File: src/rtl/controle_partida.sv
// Pong match control: serve/point pauses, score keeping, end-of-game detection.
// Optional CONTROLE_PARTIDA_VANTAGEM_EN: a player must lead by two to win, or reach 15.
module controle_partida #(
  parameter int PONTOS_VITORIA = 5,
  parameter int PAUSA_CICLOS   = 25000000
) (
  input  logic       VGA_CLK,
  input  logic       reset,
  input  logic       start,
  input  logic       gol_esq,
  input  logic       gol_dir,
  output logic       running,
  output logic       reset_bola,
  output logic       sentido_saque,
  output logic [3:0] placar_esq,
  output logic [3:0] placar_dir,
  output logic       fim_de_jogo,
  output logic       vencedor,
  output logic [2:0] estado
);

  typedef enum logic [2:0] {
    OCIOSO = 3'd0,
    SAQUE  = 3'd1,
    JOGO   = 3'd2,
    PONTO  = 3'd3,
    FIM    = 3'd4
  } estado_t;

  localparam logic [31:0] ULTIMO = 32'(PAUSA_CICLOS - 1);
  localparam logic [3:0]  ALVO   = 4'(PONTOS_VITORIA);

  estado_t     estado_q;
  logic [31:0] cont_q;
  logic        start_q;
  logic [3:0]  pe_q, pd_q;
  logic        rb_q, sent_q, fim_q, venc_q;

  logic       start_ev;
  logic [3:0] pe_inc, pd_inc;
  logic       vence_esq, vence_dir;

  assign start_ev = start & ~start_q;

  // Scores saturate at 15 instead of wrapping.
  assign pe_inc = (pe_q == 4'd15) ? 4'd15 : pe_q + 4'd1;
  assign pd_inc = (pd_q == 4'd15) ? 4'd15 : pd_q + 4'd1;

`ifdef CONTROLE_PARTIDA_VANTAGEM_EN
  assign vence_esq = (pe_inc == 4'd15) ||
                     ((pe_inc >= ALVO) && ({1'b0, pe_inc} >= ({1'b0, pd_q} + 5'd2)));
  assign vence_dir = (pd_inc == 4'd15) ||
                     ((pd_inc >= ALVO) && ({1'b0, pd_inc} >= ({1'b0, pe_q} + 5'd2)));
`else
  assign vence_esq = (pe_inc == ALVO);
  assign vence_dir = (pd_inc == ALVO);
`endif

  always_ff @(posedge VGA_CLK or posedge reset) begin
    if (reset) begin
      estado_q <= OCIOSO;
      cont_q   <= 32'd0;
      start_q  <= 1'b0;
      pe_q     <= 4'd0;
      pd_q     <= 4'd0;
      rb_q     <= 1'b0;
      sent_q   <= 1'b1;
      fim_q    <= 1'b0;
      venc_q   <= 1'b0;
    end else begin
      start_q <= start;
      rb_q    <= 1'b0;
      fim_q   <= 1'b0;
      case (estado_q)
        OCIOSO, FIM: begin
          if (start_ev) begin
            estado_q <= SAQUE;
            pe_q     <= 4'd0;
            pd_q     <= 4'd0;
            sent_q   <= 1'b1;
            rb_q     <= 1'b1;
            cont_q   <= 32'd0;
          end
        end
        SAQUE, PONTO: begin
          if (cont_q == ULTIMO) begin
            estado_q <= JOGO;
            cont_q   <= 32'd0;
          end else begin
            cont_q <= cont_q + 32'd1;
          end
        end
        JOGO: begin
          // A simultaneous pair of goals credits the right player only.
          if (gol_esq) begin
            pd_q   <= pd_inc;
            sent_q <= 1'b0;
            rb_q   <= 1'b1;
            if (vence_dir) begin
              estado_q <= FIM;
              fim_q    <= 1'b1;
              venc_q   <= 1'b1;
            end else begin
              estado_q <= PONTO;
              cont_q   <= 32'd0;
            end
          end else if (gol_dir) begin
            pe_q   <= pe_inc;
            sent_q <= 1'b1;
            rb_q   <= 1'b1;
            if (vence_esq) begin
              estado_q <= FIM;
              fim_q    <= 1'b1;
              venc_q   <= 1'b0;
            end else begin
              estado_q <= PONTO;
              cont_q   <= 32'd0;
            end
          end
        end
        default: estado_q <= OCIOSO;
      endcase
    end
  end

  assign running       = (estado_q == JOGO);
  assign reset_bola    = rb_q;
  assign sentido_saque = sent_q;
  assign placar_esq    = pe_q;
  assign placar_dir    = pd_q;
  assign fim_de_jogo   = fim_q;
  assign vencedor      = venc_q;
  assign estado        = estado_q;

endmodule

File: config.mk
export PLATFORM = sky130hd
export DESIGN_NAME = controle_partida
export DESIGN_NICKNAME = d
export VERILOG_FILES = /design/src/rtl/controle_partida.sv
export SDC_FILE = /design/constraint.sdc
export NUM_CORES = 1
export LEC_CHECK = 0
export CELL_PAD_IN_SITES_DETAIL_PLACEMENT = 2
export CELL_PAD_IN_SITES_GLOBAL_PLACEMENT = 2
export CORE_UTILIZATION = 33
export CTS_CLUSTER_SIZE = 8
export DETAILED_ROUTE_END_ITERATION = 16
export PLACE_DENSITY_LB_ADDON = 0.1
export SYNTH_ARGS = -nofsm -noshare
export SYNTH_HDL_FRONTEND = slang
export SYNTH_SLANG_ARGS = --single-unit
File: constraint.sdc
create_clock -name VGA_CLK -period 2.4 [get_ports VGA_CLK]
set_clock_uncertainty 0.1 [all_clocks]
set_input_delay 0.48 -clock VGA_CLK [delete_from_list [all_inputs] [get_ports VGA_CLK]]
set_output_delay 0.48 -clock VGA_CLK [all_outputs]
set_load 0.01 [all_outputs]
==> run_results.csv <==
group,metric,value,unit
run_status,status,"completed",
clock_tree,clock_path_buffers,2,
synthesis,syn_inst,294,
route,post_drt_wl_per_cell,18.0,um
grt,antenna_found_initial,0,
clock_tree,cts.sinks,48,
final_layout,fill_cells,881,
synthesis,yosys.area.top_type,"dfrtp_1",
floorplan,initial_utilization,34.1,%
sta,rsz0062_at_grt,"no",
grt,grt_pass1_vias,2676,
sta,setup_viol,0,
synthesis,synth_nets,302,
synthesis,synth-seq-area-share,45.4,%
synthesis,synth_seq_cells,48,
clock_tree,cts_tree,"done",
sta,relSlewSlack,68.1,%
min_path,holdPathStages,1,
placement,placement.cell_area,3130,sq um
route,via_per_inst,5.66,
route,drt-total-wl,7880,um
final_layout,area_growth,24.6,%
grt,grtUsageTotal,20.0,%
final_layout,stdcell_count,439,
synthesis,netlist_area,2650,sq um
sta,hold_viol_final,0,
clock_tree,h-tree-depth,2,
final_layout,diodes,0,
grt,grt_max_degree,49,
sta,period_minus_slack,2280,ps
placement,io_buffers,20,
pwr,p_per_area,860,nW/um^2
sta,whs,382,ps
sta,tightest_slew,475,ps
grt,grt_pass1_wl,13300,um
placement,dp_cells,430,
min_path,hold_end,"cont_q[31]",
floorplan,dieArea,8400,sq um
placement,finalWeightedCongestion,0.757,
floorplan,ios,21,
synthesis,synth_edf_count,0,
clock_tree,cts-buffers-inserted,5,
synthesis,yosys_warnings,0,
final_layout,fin_nets,344,
floorplan,rows,32,
setup_path,regToRegSetupSlack,120,ps
route,drc_errors,0,
route,postRouteAntennaNets,0,
setup_path,critPathMaxFanout,5,
clock_tree,path_clk_slew,90,ps
route,vias,2486,
sta,fin_crit_sh,95.1,%
synthesis,synthFlopType,"dfrtp_1",
run,max_cap_viol_count,0,
setup_path,crit_arrival,2430,ps
setup_path,path_class,"reg2reg",
synthesis,yosysUniqueCellTypes,51,
floorplan,die_w,91.6,um
min_path,hold_path_class,"reg2reg",
sta,drv_slew,0,
placement,dp_hpwl,5560,um
grt,grt_overflow,0,
setup_path,end_kind,"flop",
setup_path,rr_startpoint,"cont_q[0]",
pwr,p_leak,1.32,nW
floorplan,core_area,7770,sq um
setup_path,worst_r2r_endpoint,"cont_q[22]",
min_path,hold_start,"cont_q[31]",
final_layout,stdcell_area,3300,sq um
setup_path,worstPathRequired,2540,ps
route,dr.pass1.iters,4,
final_layout,drive_above_1_share,15.1,%
synthesis,synthArstFlopShare,100,%
setup_path,reg2regPathDepth,7,
clock_tree,clk_latency,300,ps
floorplan,die_h,91.6,um
synthesis,synth.area.top_cells,"dfrtp_1 (44%), o21ai_1 (8.7%), nand2_1 (4.2%)",
clock_tree,cts-root-buf,"clkbuf_8",
pwr,irDropWorstVdd,0.265,mV
synthesis,avgSynthCellArea,9.02,sq um
setup_path,start_kind,"flop",
sta,fmax,438,MHz
route,first_iter_violations,62,
setup_path,startpoint,"cont_q[0]",
synthesis,synth_top_area_share,44.4,%
[state kept, by name (all words and copies together) (netlist names)]
signal         count
fim_de_jogo        1
start_q            1
placar_esq         4
sentido_saque      1
estado             3
vencedor           1
reset_bola         1
placar_dir         4
cont_q            32
[power by group]
| group | leakage (nW) | switching (W) | internal (W) |
|---|---|---|---|
| clock | 0.0552 | 0.000275 | 0.000310 |
| combinational | 0.627 | 0.000556 | 0.000540 |
| sequential | 0.638 | 0.000187 | 0.000973 |
| total | 1.32 | 0.00102 | 0.00182 |
[logic make-up after synthesis]
family	after synthesis	synth area share, %
XOR/XNOR	3	0.991
flip-flops	48	45.4
buffers and inverters	17	3.07
AO/OA/AOI/OAI	100	23.2
adder cells (fa/ha/maj)	3	1.42
AND/OR/NAND/NOR	123	26.0
[how the worst max path moves through the flow]
stage | end | slack, ps | depth (start not counted)
global placement | cont_q[14] | -7 | 7
global route | cont_q[8] | 3 | 8
detailed placement | cont_q[20] | -120 | 7
CTS | cont_q[14] | 90 | 8
floorplan | cont_q[22] | 190 | 8
finish | cont_q[22] | 120 | 7
[synth_stat cells (2+ instances only)]
| library cell | n |
|---|---|
| a21oi_1 | 14 |
| a22o_1 | 4 |
| a31oi_1 | 11 |
| and2_1 | 7 |
| and3_1 | 7 |
| and4_1 | 4 |
| buf_2 | 8 |
| clkbuf_1 | 2 |
| dfrtp_1 | 47 |
| ha_1 | 3 |
| inv_1 | 6 |
| nand2_1 | 30 |
| nand2b_1 | 4 |
| nand3_1 | 14 |
| nand4_1 | 10 |
| nand4_2 | 2 |
| nor2_1 | 19 |
| nor3_1 | 10 |
| o21ai_0 | 5 |
| o21ai_1 | 46 |
| o31ai_1 | 7 |
| o41ai_1 | 2 |
| or3_1 | 3 |
| xnor2_1 | 2 |
[area by class of cell]
| class | instances | area [sq um] | share of cell area [%] |
|---|---|---|---|
| timing repair buffer | 46 | 438 | 13.3 |
| multi-input combinational | 229 | 1410 | 42.5 |
| sequential | 48 | 1200 | 36.4 |
| inverter | 6 | 22.5 | 0.682 |
| clock buffer | 6 | 72.6 | 2.20 |
| clock inverter | 2 | 35.0 | 1.06 |
| tap | 102 | 128 | 3.86 |
[layer usage]
metal	GRT usage [%]	wire length [um]	part of all wire, %
met1	26.0	3690	47
met3	2.99	128	1.6
met4	4.89	103	1.3
met2	34.9	3960	50
met5	0	0	0
[cell usage in the layout (no fill, tap or decap), drive strengths merged, types with 8 or more instances in the layout]
| master | count |
|---|---|
| a21oi | 14 |
| a31oi | 11 |
| buf | 25 |
| clkdlybuf4s50 | 20 |
| dfrtp | 47 |
| nand2 | 31 |
| nand3 | 14 |
| nand4 | 12 |
| nor2 | 19 |
| nor3 | 10 |
| o21ai | 51 |
| o31ai | 8 |
[stage by stage]
step	total power (W)	utilization (%)	setup WS (ps)	setup TNS (ps)
after floorplan	0.00175	-	191	0
after global placement	0.00220	40.3	-6.96	-6.96
after CTS	0.00284	41.7	94.3	0
final	0.00284	42.5	118	0
after global routing	0.00305	42.5	2.83	0
after detailed placement	0.00225	40.3	-117	-2030
[critical path, stage by stage (launching register included)]
cell,delay [ps]
dfrtp_1,420
ha_1,250
and3_1,240
nand4_2,120
o31ai_4,80
or4_4,550
or3b_1,390
nand2_1,70
[what timing repair did]
action / 4_1_cts / 5_1_grt
endpoints found under the hold margin: 0 / 0
hold buffers: 0 / 0
resized for setup: 0 / 5
setup endpoints to repair: 0 / 19
buffers inserted: 0 / 0
No activity file was read; power rests on OpenSTA's default activity.
